### config.mk
export PLATFORM = sky130hd
export DESIGN_NAME = fpu_issue_queue
export DESIGN_NICKNAME = d
export VERILOG_FILES = /design/src/rtl/fpu_pkg.sv /design/src/rtl/fpu_req_fifo.sv /design/src/rtl/fpu_issue_queue.sv
export SDC_FILE = /design/constraint.sdc
export NUM_CORES = 1
export LEC_CHECK = 0
export CORE_ASPECT_RATIO = 0.7
export CORE_UTILIZATION = 40
export CTS_CLUSTER_SIZE = 28
export DETAILED_ROUTE_END_ITERATION = 12
export SLEW_MARGIN = 30
export SYNTH_ARGS = -nofsm -noshare
export SYNTH_HDL_FRONTEND = slang
export SYNTH_HIERARCHICAL = 1
export SYNTH_SLANG_ARGS = --single-unit
export TNS_END_PERCENT = 10
### constraint.sdc
create_clock -name clk -period 10.82 [get_ports clk]
set_input_delay 1.082 -clock clk [delete_from_list [all_inputs] [get_ports clk]]
set_output_delay 1.082 -clock clk [all_outputs]
set_load 0.05 [all_outputs]
### src/rtl/fpu_pkg.sv
// Shared types and encodings for the FPU issue queue.
// Request payload struct, op codes and flag bit positions.
package fpu_pkg;

    localparam logic [1:0] OP_ADD = 2'b00;
    localparam logic [1:0] OP_SUB = 2'b01;
    localparam logic [1:0] OP_MUL = 2'b10;
    localparam logic [1:0] OP_DIV = 2'b11;

    localparam int FLG_OVF  = 3;
    localparam int FLG_UNF  = 2;
    localparam int FLG_NAN  = 1;
    localparam int FLG_ZERO = 0;

    typedef struct packed {
        logic [31:0] opd1;
        logic [31:0] opd2;
        logic [1:0]  op;
    } fpu_req_t;

    function automatic logic [3:0] pack_flags(
        input logic ovf,
        input logic unf,
        input logic nan,
        input logic zero
    );
        logic [3:0] f;
        f           = '0;
        f[FLG_OVF]  = ovf;
        f[FLG_UNF]  = unf;
        f[FLG_NAN]  = nan;
        f[FLG_ZERO] = zero;
        return f;
    endfunction

endpackage

### src/rtl/fpu_req_fifo.sv
// Generic synchronous FIFO with flush and occupancy count.
// Head data reads as zero while empty.
module fpu_req_fifo #(
    parameter int W     = 66,
    parameter int DEPTH = 4
) (
    input  logic                       clk,
    input  logic                       rst_n,
    input  logic                       i_flush,
    input  logic                       i_push,
    input  logic                       i_pop,
    input  logic [W-1:0]               i_wdata,
    output logic [W-1:0]               o_rdata,
    output logic [$clog2(DEPTH):0]     o_count,
    output logic                       o_full,
    output logic                       o_empty
);
    localparam int PW = $clog2(DEPTH);
    localparam int CW = PW + 1;

    logic [W-1:0]  r_mem [DEPTH];
    logic [PW-1:0] r_wr_ptr;
    logic [PW-1:0] r_rd_ptr;
    logic [CW-1:0] r_count;
    logic          w_push;
    logic          w_pop;

    assign o_full  = (r_count == CW'(DEPTH));
    assign o_empty = (r_count == '0);
    assign w_push  = i_push & ~o_full;
    assign w_pop   = i_pop & ~o_empty;
    assign o_count = r_count;
    assign o_rdata = o_empty ? '0 : r_mem[r_rd_ptr];

    always_ff @(posedge clk) begin
        if (w_push & ~i_flush)
            r_mem[r_wr_ptr] <= i_wdata;
    end

    // Power-of-two depth lets the pointers wrap by plain overflow.
    always_ff @(posedge clk or negedge rst_n) begin
        if (!rst_n) begin
            r_wr_ptr <= '0;
            r_rd_ptr <= '0;
            r_count  <= '0;
        end else if (i_flush) begin
            r_wr_ptr <= '0;
            r_rd_ptr <= '0;
            r_count  <= '0;
        end else begin
            if (w_push)
                r_wr_ptr <= r_wr_ptr + PW'(1);
            if (w_pop)
                r_rd_ptr <= r_rd_ptr + PW'(1);
            if (w_push & ~w_pop)
                r_count <= r_count + CW'(1);
            else if (w_pop & ~w_push)
                r_count <= r_count - CW'(1);
        end
    end

endmodule

### src/rtl/fpu_issue_queue.sv
// Request FIFO, registered response slot and sticky flags
// wrapped around a combinational fpu datapath.
module fpu_issue_queue
    import fpu_pkg::*;
#(
    parameter int DEPTH = 4,
    parameter int TAG_W = 4
) (
    input  logic                   clk,
    input  logic                   rst_n,
    input  logic                   flush,
    input  logic                   req_valid,
    output logic                   req_ready,
    input  logic [31:0]            req_opd1,
    input  logic [31:0]            req_opd2,
    input  logic [1:0]             req_op,
    input  logic [TAG_W-1:0]       req_tag,
    output logic [31:0]            fpu_opd1,
    output logic [31:0]            fpu_opd2,
    output logic [1:0]             fpu_op,
    input  logic [31:0]            fpu_res,
    input  logic                   fpu_ovf,
    input  logic                   fpu_unf,
    input  logic                   fpu_nan,
    input  logic                   fpu_zero,
    output logic                   rsp_valid,
    input  logic                   rsp_ready,
    output logic [31:0]            rsp_res,
    output logic [3:0]             rsp_flags,
    output logic [TAG_W-1:0]       rsp_tag,
    output logic [3:0]             sticky_flags,
    input  logic                   sticky_clr,
    output logic [$clog2(DEPTH):0] count
);
    localparam int W = $bits(fpu_req_t) + TAG_W;

    fpu_req_t         w_req_in;
    fpu_req_t         w_head;
    logic [TAG_W-1:0] w_head_tag;
    logic [W-1:0]     w_rdata;
    logic             w_full;
    logic             w_empty;
    logic             w_push;
    logic             w_cap;
    logic [3:0]       w_new_flags;

    logic             r_rsp_valid;
    logic [31:0]      r_rsp_res;
    logic [3:0]       r_rsp_flags;
    logic [TAG_W-1:0] r_rsp_tag;
    logic [3:0]       r_sticky;

    assign w_req_in = '{opd1: req_opd1, opd2: req_opd2, op: req_op};
    assign {w_head_tag, w_head} = w_rdata;

    assign req_ready = ~w_full;
    assign w_push    = req_valid & req_ready;
    assign w_cap     = ~w_empty & (~r_rsp_valid | rsp_ready);

    assign w_new_flags = pack_flags(fpu_ovf, fpu_unf, fpu_nan, fpu_zero);

    fpu_req_fifo #(
        .W     (W),
        .DEPTH (DEPTH)
    ) u_fifo (
        .clk     (clk),
        .rst_n   (rst_n),
        .i_flush (flush),
        .i_push  (w_push),
        .i_pop   (w_cap),
        .i_wdata ({req_tag, w_req_in}),
        .o_rdata (w_rdata),
        .o_count (count),
        .o_full  (w_full),
        .o_empty (w_empty)
    );

    assign fpu_opd1 = w_head.opd1;
    assign fpu_opd2 = w_head.opd2;
    assign fpu_op   = w_head.op;

    always_ff @(posedge clk or negedge rst_n) begin
        if (!rst_n) begin
            r_rsp_valid <= 1'b0;
            r_rsp_res   <= '0;
            r_rsp_flags <= '0;
            r_rsp_tag   <= '0;
        end else if (flush) begin
            r_rsp_valid <= 1'b0;
        end else if (w_cap) begin
            r_rsp_valid <= 1'b1;
            r_rsp_res   <= fpu_res;
            r_rsp_flags <= w_new_flags;
            r_rsp_tag   <= w_head_tag;
        end else if (r_rsp_valid & rsp_ready) begin
            r_rsp_valid <= 1'b0;
        end
    end

    // Clear wins over history but not over flags captured this cycle.
    always_ff @(posedge clk or negedge rst_n) begin
        if (!rst_n)
            r_sticky <= '0;
        else
            r_sticky <= (sticky_clr ? 4'b0 : r_sticky)
                      | ((w_cap & ~flush) ? w_new_flags : 4'b0);
    end

    assign rsp_valid    = r_rsp_valid;
    assign rsp_res      = r_rsp_res;
    assign rsp_flags    = r_rsp_flags;
    assign rsp_tag      = r_rsp_tag;
    assign sticky_flags = r_sticky;

endmodule

## Word level (Yosys, flattened, before mapping)

Memories as Yosys holds them, arrays and structs flattened.
Index checks and enable logic that the tools add are counted.

| storage, ports and cells | value |
|---|---|
| flip-flop bits (word level) | 52 |
| memory bits (writable) | 280 |
| bits of input ports | 112 |
| word-level logic and storage cells | 52 |
| memories | 1 |

| operators by class | value |
|---|---|
| $add $sub $neg | 4 |
| equality and inequality tests | 1 |
| multiplexer cells | 15 |
| bitwise gates (word level) | 17 |
| reduce and logical (&&, ||, !) cells | 6 |

Memory list:

| name | words | width | rd ports | clocked after memory_dff | wr ports | RTL line | text |
|---|---|---|---|---|---|---|---|
| u_fifo.r_mem | 4 | 70 | 1 | 0 | 1 | fpu_req_fifo.sv:21 | `logic [W-1:0] r_mem [DEPTH];` |

Operator list:

| kind | number |
|---|---|
| 70-bit 2-to-1 mux | 1 |
| 1-bit AND | 9 |
| 3-bit 2-to-1 mux | 3 |
| 2-bit 2-to-1 mux | 4 |
| 4-bit 2-to-1 mux | 2 |
| 1-bit NOT | 6 |
| 3-bit nonzero test | 2 |
| 1-bit 2-to-1 mux | 5 |
| 2-bit by 1-bit adder with 2-bit output (second input constant) | 2 |
| 4-bit OR | 1 |
| 2-bit nonzero test | 2 |
| 3-bit by 1-bit adder with 3-bit output (second input constant) | 1 |
| 3-bit == test (second input constant) | 1 |
| 3-bit logical NOT | 1 |
| 3-bit by 1-bit subtractor with 3-bit output (second input constant) | 1 |
| 2-bit AND reduction | 1 |
| 1-bit OR | 1 |

## Longest topological paths before layout

Gate-level depths: netlist of run 1.

| logic depth | value |
|---|---|
| word-level depth | 9 |
| mapped depth | 9 |
| gate-level depth less buffers | 9 |

## Hierarchy

Netlist of run 1, hierarchy kept.

Modules (own cells, without submodules):

| module | times used | cells an instance | area an instance (um^2) |
|---|---|---|---|
| fpu_req_fifo | 1 | 492 | 11125.7 |
| fpu_issue_queue | 1 | 109 | 1891.8 |

## Worst setup path after synthesis of run 1

Ideal clock, no wire load.

| timing | value |
|---|---|
| path kind | input -> register |
| start point | in req_valid |
| end point | mem u_fifo/r_mem[0][0] (netlist bit) (enable) |
| library setup time | 0.599 ns |
| arrival time | 6.508 ns |
| data required time | 10.221 ns |
| setup slack | 3.713 ns |
| cell stages on the path | 3 |
| buffers on the path | 0 |
| path through | nor2b_1 nand2b_1 nor3b_1 |

| between the ends | value |
|---|---|
| word-level cells in the longest chain between the ends | 5 |

RTL lines:

| element | RTL line | text |
|---|---|---|
| from (decl) | fpu_issue_queue.sv:12 | `input logic req_valid,` |
| 1-bit AND | fpu_issue_queue.sv:57 | `assign w_push = req_valid & req_ready;` |
| 1-bit AND | fpu_req_fifo.sv:30 | `assign w_push = i_push & ~o_full;` |
| 1-bit AND | fpu_req_fifo.sv:36 | `if (w_push & ~i_flush)` |
| 1-bit 2-to-1 mux | fpu_req_fifo.sv:36 |  |
| 1-bit 2-to-1 mux (not written as such) | fpu_req_fifo.sv:37 | `r_mem[r_wr_ptr] <= i_wdata;` |
| to (decl) | fpu_req_fifo.sv:21 |  |

No other way between the ends.

## Worst setup path after layout of run 1

| timing | value |
|---|---|
| start point | reg u_fifo.r_rd_ptr[0] |
| end point | out fpu_opd1[31] |

| between the ends | value |
|---|---|
| word-level cells in the longest chain between the ends | 2 |

RTL lines:

| element | RTL line | text |
|---|---|---|
| from (decl) | fpu_req_fifo.sv:23 | `logic [PW-1:0] r_rd_ptr;` |
| from (signal assigned) | fpu_req_fifo.sv:54 | `r_rd_ptr <= r_rd_ptr + PW'(1);` |
| memory 4 x 70 bit | -- |  |
| 70-bit 2-to-1 mux | fpu_req_fifo.sv:33 | `assign o_rdata = o_empty ? '0 : r_mem[r_rd_ptr];` |
| to (decl) | fpu_issue_queue.sv:18 | `output logic [31:0] fpu_opd1,` |

No other way between the ends.

==> impl_metrics.env, run 1 <==
export IMPL_hp_class="reg2reg"
export IMPL_synth_compound_area_share_pct=0.557
export IMPL_finalWeightedCongestion=0.736
export IMPL_grt_use_met1_pct=22.6
export IMPL_avgViaCountPerCell=4.96
export IMPL_core_area_um2=31600
export IMPL_worstSetupStartpoint="u_fifo/r_rd_ptr[0]"
export IMPL_r2r_start="u_fifo/o_count[0]"
export IMPL_muxShareOfSynthArea_pct=16.7
export IMPL_pin_count=227
export IMPL_postSynthCellCount=601
export IMPL_cp_data_required_time_ns=9.74
export IMPL_use_met3_pct=5.17
export IMPL_synthSimpleGateAreaFrac_pct=4.66
export IMPL_maxSlewViolCount=0
export IMPL_ys_seq_elements=332
export IMPL_grt_setup_unrepaired="no"
export IMPL_status="finished clean"
export IMPL_synth_top_area_share_pct=64.6
export IMPL_fp_dieH_um=153
export IMPL_grt_first_pass_wirelength_um=42800
export IMPL_gr_usage_met2_pct=27.4
export IMPL_ir_drop_mv=0.233
export IMPL_syn_cell_area_um2=13000
export IMPL_r2r_cells=9
export IMPL_path_cells="buf_6, mux4_2, nor2b_1, clkdlybuf4s50_1"
export IMPL_cp_max_fo=45
export IMPL_final_core_util_pct=53.3
export IMPL_synth_fa_ha_area_share_pct=0.634
export IMPL_syn_num_nets=719
export IMPL_tns_ns=0
export IMPL_worst_path_stages=4
export IMPL_yosysSeqAreaShare_pct=74.6
export IMPL_area_delta_synth_final_pct=29.2
export IMPL_drt_iter0_drc=301
export IMPL_ys_types=29
export IMPL_crit_path_max_incr_delay_ns=0.79
export IMPL_max_slew_worst_pin_slew_ns=0.870
export IMPL_finalSetupViolations=0
export IMPL_grt_max_degree=76
export IMPL_track_usage_pct=17.1
export IMPL_synth_top_family_by_area="multiplexers"
export IMPL_avgSynthCellArea_um2=21.7
export IMPL_grt_busiest_layer="met2"
export IMPL_period_needed_ns=4.55
export IMPL_clock_sinks=332
export IMPL_start_kind="register"
export IMPL_clk_path_buf_depth=3
export IMPL_hold_viol=0
export IMPL_slew_headroom_pct=42.0
export IMPL_io_buffer_count=226
export IMPL_crit_type="reg2out"
export IMPL_clk_pin_slew_ns=0.06
export IMPL_start_util_pct=41.3
export IMPL_antenna_found_initial=4
export IMPL_cap_violations=0
export IMPL_dr_pass1_iters=4
export IMPL_r2r_setup_slack_ns=7.99
export IMPL_crit_buf_inv=2
export IMPL_crit_end="fpu_opd1[31]"
export IMPL_cellLeakagePower_nw=5.76
export IMPL_wl_per_cell_um=21.2
export IMPL_clock_latency_ns=0.51
export IMPL_synth_warnings=6
export IMPL_min_period_over_period_pct=42.1
export IMPL_rows=54
export IMPL_drt_total_wl_um=27500
export IMPL_drcViolationCount=0
export IMPL_hold_slack_ns=0.512
export IMPL_die_area_um2=33300
export IMPL_post_cts_resized=0
export IMPL_whs_path_depth=1
export IMPL_grt_overflow=0
export IMPL_critical_path_slowest_cell="dfrtp_4"
export IMPL_ant_nets=0
export IMPL_die_w_um=218
export IMPL_final_layout_size_suffix_gt1_share_pct=20.7
export IMPL_cp_arrival_ns=3.47
export IMPL_synthXorXnorAreaFrac_pct=0.202
export IMPL_powerDensity_nw_per_um2=295
export IMPL_synth_area_leaders="edfxtp_1 65%, mux4_2 12%, dfrtp_1 10%"
export IMPL_ctsHoldBuffers=0
export IMPL_crit_family="buffers and inverters"
export IMPL_place_hpwl_um=16600
export IMPL_htreeDepth=2
export IMPL_tritoncts="yes"
export IMPL_yosys_area_top_type="edfxtp_1"
export IMPL_fin_skew_ns=0.0107
export IMPL_max_freq_mhz=220
export IMPL_cts_buffers=35
export IMPL_clockRootBuffer="clkbuf_16"
export IMPL_cp_end_kind="primary output"
export IMPL_postCtsSetupRepairBufs=0
export IMPL_fin_nets=962
export IMPL_r2r_end="u_fifo/o_count[2]"
export IMPL_vias=6423
export IMPL_first_global_vias=7235
==> placed cells by master (no fill, tap or decap), types with 3 or more instances in the layout <==
cell type and count:
nor2b_1 47, clkbuf_16 37, nor3b_2 5, clkinv_1 3, clkinv_2 6, inv_1 16, mux2_4 36, clkbuf_1 10
and2b_1 24, o21ai_0 3, nand2b_1 3, dfrtp_1 50, bufinv_16 4, mux2_2 4, diode_2 5, ha_1 5
mux4_2 70, edfxtp_1 280, a21oi_1 5, or3_1 3, buf_6 5, clkdlybuf4s50_1 225, o22ai_1 4, nor2_1 5
buf_4 3
==> state kept, by name (all words and copies together) (netlist names) <==
| name | count |
|---|---|
| rsp_flags | 4 |
| rsp_tag | 4 |
| rsp_res | 32 |
| u_fifo/o_count | 3 |
| rsp_valid | 1 |
| sticky_flags | 4 |
| u_fifo/r_mem | 280 |
| u_fifo/r_rd_ptr | 2 |
| u_fifo/r_wr_ptr | 2 |
==> synth_stat cells <==
library cell and number:
edfxtp_1 280, mux4_2 70, dfrtp_1 52, nor2b_1 47, mux2_4 36, and2b_1 24, inv_1 16, buf_2 9
buf_12 8, clkbuf_1 7, a21oi_1 5, buf_6 5, ha_1 5, nor2_1 5, mux2_2 4, nor3b_1 4
o22ai_1 4, or3_1 4, nand2b_1 3, o21ai_0 3, xor2_1 2, fa_1 1, mux2i_1 1, nand2_1 1
nor2b_4 1, nor3_2 1, nor3b_2 1, o31ai_1 1, xnor2_1 1
==> metal layers <==
layer | share of wire (%) | up-vias
met1 | 43 | 3374
met3 | 6.6 | 38
met2 | 48 | 151
met5 | 0 | -
met4 | 1.8 | 0
li1 | - | 2860
==> how the worst min path moves through the flow <==
stage                                   from  slack (ns)                  to
final                             rsp_res[7]        0.51          rsp_res[7]
after global routing             rsp_res[24]        0.52         rsp_res[24]
after CTS                        rsp_res[24]        0.51         rsp_res[24]
after detailed placement         rsp_res[24]        0.50         rsp_res[24]
after global placement            rsp_res[7]        0.50          rsp_res[7]
after floorplan           u_fifo/r_wr_ptr[1]        0.55  u_fifo/r_wr_ptr[1]
==> power by group <==
part	total, mW	switching (mW)	internal, mW
logic	2.11	1.30	0.812
clock network	1.19	0.470	0.723
registers	1.67	0.104	1.56
==> area by class of cell <==
| type | count | area [µm²] |
|---|---|---|
| fillers | 2449 | 14700 |
| flip-flops and latches | 332 | 9720 |
| multi-input cells | 224 | 2990 |
| repair buffers | 235 | 2360 |
| clock buffers | 47 | 963 |
| well taps | 420 | 526 |
| clock inverters | 16 | 185 |
| inverters | 16 | 60.1 |
| diodes | 5 | 12.5 |
==> metrics by stage <==
stage | power [mW] | worst slack, ns | instance area, µm² | instances
after global placement | 3.79 | 6.46 | 15600 | 1226
after global routing | 5.18 | 6.01 | 16800 | 1290
final | 4.97 | 6.27 | 16800 | 1295
after detailed placement | 3.82 | 6.44 | 15700 | 1227
after floorplan | 3.18 | 3.71 | 13000 | 601
after CTS | 5.03 | 5.88 | 16800 | 1290
==> kinds of logic (layout without fill, tap and decap cells) <==
| kind of cell | Yosys count | count (layout) |
|---|---|---|
| xor+xnor | 3 | 3 |
| other cells | 0 | 5 |
| fa+ha+maj | 6 | 6 |
| mux | 111 | 111 |
| buf+inv | 45 | 314 |
| flops | 332 | 332 |
| simple gates | 91 | 91 |
| compound gates | 13 | 13 |
Power figures use the tool's default switching activity.
==> inputs of run 2 (changes only) <==
--- a/config.mk
+++ b/config.mk
@@ -9,6 +9,7 @@
 export CORE_UTILIZATION = 40
 export CTS_CLUSTER_SIZE = 28
 export DETAILED_ROUTE_END_ITERATION = 12
+export PLACE_DENSITY = 0.66
 export SLEW_MARGIN = 30
 export SYNTH_ARGS = -nofsm -noshare
 export SYNTH_HDL_FRONTEND = slang
==> constraint.sdc (replaced) <==
create_clock -name clk -period 3.8 [get_ports clk]
set_input_delay 0.38 -clock clk [delete_from_list [all_inputs] [get_ports clk]]
set_output_delay 0.38 -clock clk [all_outputs]
set_load 0.05 [all_outputs]
==> run 2 against run 1 <==
  * Clock skew shrank 0.0010 ns
  * Largest power group unchanged
  * Register-to-register slack lost 7.0 ns
  * Design area grew 0.41%
  * Sequential cell count is the same
  * Global-route usage shrank 0.77 points
  * Setup slack lost 5.8 ns
  * Combinational power grew to 2.9 times the previous value
  * Critical path depth is the same
==> impl_metrics.env, run 2 (same netlist as run 1, synthesis figures left out) <==
export IMPL_cp_arrival_ns=2.95
export IMPL_powerDensity_nw_per_um2=830
export IMPL_die_area_um2=33300
export IMPL_max_slew_worst_pin_slew_ns=0.678
export IMPL_clk_path_buf_depth=3
export IMPL_cp_max_fo=42
export IMPL_tns_ns=0
export IMPL_clk_pin_slew_ns=0.06
export IMPL_fin_skew_ns=0.00965
export IMPL_grt_overflow=0
export IMPL_crit_buf_inv=2
export IMPL_hold_viol=0
export IMPL_wl_per_cell_um=20.3
export IMPL_maxSlewViolCount=0
export IMPL_ir_drop_mv=0.547
export IMPL_fp_dieH_um=153
export IMPL_largest_reg_flops=280
export IMPL_tritoncts="yes"
export IMPL_slew_headroom_pct=54.8
export IMPL_worstSetupStartpoint="u_fifo/r_rd_ptr[1]"
export IMPL_track_usage_pct=16.4
export IMPL_postCtsSetupRepairBufs=0
export IMPL_finalWeightedCongestion=0.742
export IMPL_r2r_start="u_fifo/o_count[0]"
export IMPL_clock_latency_ns=0.51
export IMPL_seq_area_um2=9720
export IMPL_path_cells="buf_12, mux4_2, nor2b_1, clkdlybuf4s50_1"
export IMPL_start_kind="register"
export IMPL_cts_buffers=34
export IMPL_cp_data_required_time_ns=3.42
export IMPL_status="finished clean"
export IMPL_antenna_found_initial=1
export IMPL_clock_sinks=332
export IMPL_max_freq_mhz=300
export IMPL_place_hpwl_um=16300
export IMPL_multi_input_comb_area_um2=3010
export IMPL_htreeDepth=2
export IMPL_fillers=2503
export IMPL_fin_nets=971
export IMPL_period_needed_ns=3.33
export IMPL_final_layout_size_suffix_gt1_share_pct=22.2
export IMPL_cap_violations=0
export IMPL_die_w_um=218
export IMPL_cp_end_kind="primary output"
export IMPL_hp_class="in2async"
export IMPL_final_cell_mix="280 x edfxtp_1, 225 x clkdlybuf4s50_1, 70 x mux4_2"
export IMPL_crit_family="buffers and inverters"
export IMPL_rows=54
export IMPL_finalSetupViolations=0
export IMPL_cellLeakagePower_nw=5.82
export IMPL_final_common_cell="edfxtp_1"
export IMPL_area_delta_synth_final_pct=29.7
export IMPL_dr_pass1_iters=4
export IMPL_grt_first_pass_wirelength_um=41200
export IMPL_start_util_pct=41.3
export IMPL_largest_register="u_fifo/r_mem"
export IMPL_final_core_util_pct=53.5
export IMPL_core_area_um2=31600
export IMPL_ant_nets=0
export IMPL_pin_count=227
export IMPL_drcViolationCount=0
export IMPL_grt_max_degree=49
export IMPL_vias=6407
export IMPL_grt_setup_unrepaired="no"
export IMPL_drt_total_wl_um=26400
export IMPL_avgViaCountPerCell=4.93
export IMPL_crit_path_max_incr_delay_ns=0.86
export IMPL_critical_path_slowest_cell="dfrtp_4"
export IMPL_io_buffer_count=226
export IMPL_first_global_vias=6858
export IMPL_crit_type="reg2out"
export IMPL_post_cts_resized=0
export IMPL_drt_iter0_drc=433
export IMPL_clockRootBuffer="clkbuf_16"
export IMPL_min_period_over_period_pct=87.6
## run 2: changes by cell type in the layout (fill, tap and decap cells not counted), moves of 5 or more
| cell | previous run | this run |
|---|---|---|
| clkinv_2 | 6 | 11 |
| buf_6 | 5 | 0 |
| buf_12 | 0 | 5 |
| clkbuf_1 | 10 | 1 |
| buf_4 | 3 | 14 |
## run 2: path summary, 6_finish.rpt
path,end,slack [ns],cells after the start
setup reg to reg,u_fifo/o_count[2],1.02,9
hold / removal,rsp_res[25],0.40,2
setup / recovery,fpu_opd2[19],0.47,4
max in group asynchronous,rsp_res[31],2.81,3
hold reg to reg,rsp_res[19],0.51,1
min in group clk,sticky_flags[1],0.46,3
## run 2: worst register-to-register path: stages, from the launching register on
cell and delay [ns]:
dfrtp_1 0.48, nor3b_2 0.32, nor2b_1 0.10, nand2b_1 0.36, inv_1 0.15, ha_1 0.25
fa_1 0.38, xnor2_1 0.17, or3_1 0.33, a21oi_1 0.16
## run 2: per-stage QoR
step / total power [mW] / hold WS [ns] / setup slack, ns / instance area (µm²) / instances
2_1_floorplan: 9.04 / 0.0844 / -0.655 / 13000 / 601
3_3_place_gp: 10.9 / 0.489 / 0.778 / 15800 / 1235
3_5_place_dp: 10.9 / 0.492 / 0.983 / 15800 / 1236
4_1_cts: 14.2 / 0.0240 / 0.413 / 16900 / 1297
5_1_grt: 14.6 / 0.428 / 0.364 / 16900 / 1299
6_report: 14.0 / 0.400 / 0.469 / 16900 / 1299
## run 2: final cells by class
| cell class | instances | share of cell area, % |
|---|---|---|
| inverters | 16 | 0.356 |
| clock buffers | 36 | 5.21 |
| flip-flops and latches | 332 | 57.6 |
| diodes | 1 | 0.0148 |
| multi-input cells | 224 | 17.8 |
| repair buffers | 245 | 14.6 |
| clock inverters | 25 | 1.30 |
| well taps | 420 | 3.11 |
## run 2: timing repair
| item | 4_1_cts | 5_1_grt |
|---|---|---|
| hold buffers | 0 | 1 |
| endpoints found under the hold margin | 0 | 39 |
| endpoints found under the setup margin | 0 | 0 |
## run 2: where the power goes
group | total (mW) | leakage (nW) | internal (mW) | switching, mW
combinational | 6.08 | 2.11 | 2.37 | 3.71
sequential | 4.67 | 3.17 | 4.44 | 0.230
clock | 3.25 | 0.545 | 1.90 | 1.36
total | 14.0 | 5.82 | 8.71 | 5.30
## run 2: routing by layer
| layer | wire [µm] | share of wire, % | GRT usage, % | vias up |
|---|---|---|---|---|
| met2 | 12900 | 49 | 26.1 | 153 |
| met5 | 0 | 0 | 0 | - |
| met1 | 11800 | 45 | 22.4 | 3333 |
| li1 | - | - | - | 2880 |
| met3 | 1250 | 4.7 | 3.62 | 41 |
| met4 | 473 | 1.8 | 5.16 | 0 |
==> inputs of run 3 (changes only) <==
--- a/config.mk
+++ b/config.mk
@@ -5,11 +5,13 @@
 export SDC_FILE = /design/constraint.sdc
 export NUM_CORES = 1
 export LEC_CHECK = 0
+export CELL_PAD_IN_SITES_DETAIL_PLACEMENT = 1
+export CELL_PAD_IN_SITES_GLOBAL_PLACEMENT = 2
 export CORE_ASPECT_RATIO = 0.7
-export CORE_UTILIZATION = 40
+export CORE_UTILIZATION = 36
 export CTS_CLUSTER_SIZE = 28
 export DETAILED_ROUTE_END_ITERATION = 12
-export PLACE_DENSITY = 0.66
+export PLACE_DENSITY_LB_ADDON = 0.1
 export SLEW_MARGIN = 30
 export SYNTH_ARGS = -nofsm -noshare
 export SYNTH_HDL_FRONTEND = slang
==> run 3 against run 2 <==
  * Design area rose by 0.30%
  * Via count rose by 0.76%
  * Die area increased by 11%
  * Total power grew 1.1%
  * Clock power grew 2%
  * Critical path depth did not move
  * Wire length up 9.9%
  * Maximum frequency shrank 2.0%
  * Hold slack worse by 0.11 ns
==> impl_metrics.env, run 3 (same netlist as run 1, synthesis figures left out) <==
export IMPL_ant_nets=0
export IMPL_rows=57
export IMPL_core_area_um2=35200
export IMPL_first_global_vias=7472
export IMPL_finalSetupViolations=0
export IMPL_period_needed_ns=3.40
export IMPL_maxSlewViolCount=0
export IMPL_crit_family="buffers and inverters"
export IMPL_largest_register="u_fifo/r_mem"
export IMPL_cp_data_required_time_ns=3.42
export IMPL_finalWeightedCongestion=0.682
export IMPL_clk_pin_slew_ns=0.06
export IMPL_htreeDepth=2
export IMPL_min_period_over_period_pct=89.5
export IMPL_io_buffer_count=226
export IMPL_vias=6456
export IMPL_cellLeakagePower_nw=5.80
export IMPL_antenna_found_initial=3
export IMPL_final_common_cell="edfxtp_1"
export IMPL_hp_class="in2async"
export IMPL_pwr_share_clk_pct=23.4
export IMPL_cap_violations=0
export IMPL_ir_drop_mv=0.511
export IMPL_grt_max_degree=76
export IMPL_slew_headroom_pct=45.1
export IMPL_die_w_um=229
export IMPL_postCtsSetupRepairBufs=0
export IMPL_grt_first_pass_wirelength_um=45100
export IMPL_wl_per_cell_um=21.5
export IMPL_hold_viol=0
export IMPL_use_met3_pct=4.10
export IMPL_multi_input_comb_area_um2=3010
export IMPL_cp_end_kind="primary output"
export IMPL_area_delta_synth_final_pct=30.1
export IMPL_p_int_mw=8.78
export IMPL_start_kind="register"
export IMPL_gr_usage_met2_pct=27.5
export IMPL_fillers=3239
export IMPL_max_slew_worst_pin_slew_ns=0.824
export IMPL_path_cells="buf_12, mux4_2, nor2b_1, clkdlybuf4s50_1"
export IMPL_max_freq_mhz=294
export IMPL_place_hpwl_um=17700
export IMPL_diodes=0
export IMPL_grt_overflow=0
export IMPL_seq_area_um2=9720
export IMPL_final_cell_mix="280 x edfxtp_1, 225 x clkdlybuf4s50_1, 70 x mux4_2"
export IMPL_cts_buffers=35
export IMPL_crit_type="reg2out"
export IMPL_post_cts_resized=0
export IMPL_p_sw_mw=5.38
export IMPL_p_seq_share_pct=33.4
export IMPL_largest_reg_flops=280
export IMPL_power_frac_comb_pct=43.2
export IMPL_cp_max_fo=48
export IMPL_clk_path_buf_depth=3
export IMPL_drt_total_wl_um=29000
export IMPL_status="finished clean"
export IMPL_dr_pass1_iters=4
export IMPL_clock_latency_ns=0.52
export IMPL_fp_dieH_um=161
export IMPL_final_core_util_pct=48.2
export IMPL_fin_skew_ns=0.0178
export IMPL_track_usage_pct=16.1
export IMPL_tritoncts="yes"
export IMPL_ctsHoldBuffers=1
export IMPL_pin_count=227
export IMPL_critical_path_slowest_cell="dfrtp_4"
export IMPL_grt_use_met1_pct=20.5
export IMPL_clock_sinks=332
export IMPL_crit_path_max_incr_delay_ns=0.95
export IMPL_die_area_um2=36900
export IMPL_avgViaCountPerCell=4.78
export IMPL_tns_ns=0
export IMPL_final_layout_size_suffix_gt1_share_pct=20.8
export IMPL_fin_nets=969
export IMPL_crit_buf_inv=2
export IMPL_clockRootBuffer="clkbuf_16"
export IMPL_start_util_pct=37.0
export IMPL_powerDensity_nw_per_um2=836
export IMPL_grt_busiest_layer="met2"
export IMPL_drt_iter0_drc=326
export IMPL_drcViolationCount=0
export IMPL_swShare_pct=38.0
export IMPL_grt_setup_unrepaired="no"
export IMPL_cp_arrival_ns=3.02
[run 3: area by class of cell]
class | count | share of cell area [%]
sequential | 332 | 57.4
multi-input combinational | 224 | 17.8
timing repair buffer | 242 | 14.4
clock buffer | 48 | 5.59
tap | 472 | 3.49
clock inverter | 16 | 0.983
inverter | 16 | 0.355
[run 3: layer usage]
| layer | share of wire, % | routed length, µm | up-vias |
|---|---|---|---|
| li1 | - | - | 2867 |
| met1 | 43 | 12600 | 3399 |
| met2 | 50 | 14500 | 138 |
| met3 | 4.8 | 1380 | 46 |
| met4 | 1.7 | 497 | 6 |
| met5 | 0.13 | 37 | - |
[run 3: power by group through the flow]
stage	registers (mW)	clock network (mW)	logic, mW
5_1_grt	4.79	3.57	6.43
6_report	4.73	3.32	6.11
4_1_cts	4.74	3.45	6.22
2_1_floorplan	5.57	0	3.46
3_5_place_dp	4.80	0	6.20
3_3_place_gp	4.78	0	6.15
[run 3: worst paths after layout]
check | endpoint | cells past startpoint | startpoint | slack [ns]
worst min-delay path | rsp_res[9] | 2 | rst_n | 0.29
min in group clk | sticky_flags[3] | 3 | fpu_ovf | 0.46
worst max-delay path | fpu_opd1[20] | 4 | u_fifo/r_rd_ptr[1] | 0.40
worst min register to register | rsp_tag[0] | 1 | rsp_tag[0] | 0.51
worst max register to register | u_fifo/o_count[2] | 9 | u_fifo/o_count[2] | 0.94
max in group asynchronous | u_fifo/r_rd_ptr[1] | 3 | rst_n | 2.64
[run 3: metrics by stage]
step	total power [mW]	cells	worst slack (ns)	hold WS [ns]	area [µm²]
finish	14.2	1350	0.400	0.294	16900
floorplan	9.04	601	-0.655	0.0844	13000
CTS	14.4	1350	0.336	0.273	16900
detailed placement	11.0	1285	0.894	0.282	15800
global route	14.8	1350	0.253	0.301	16900
global placement	10.9	1285	0.884	0.272	15800
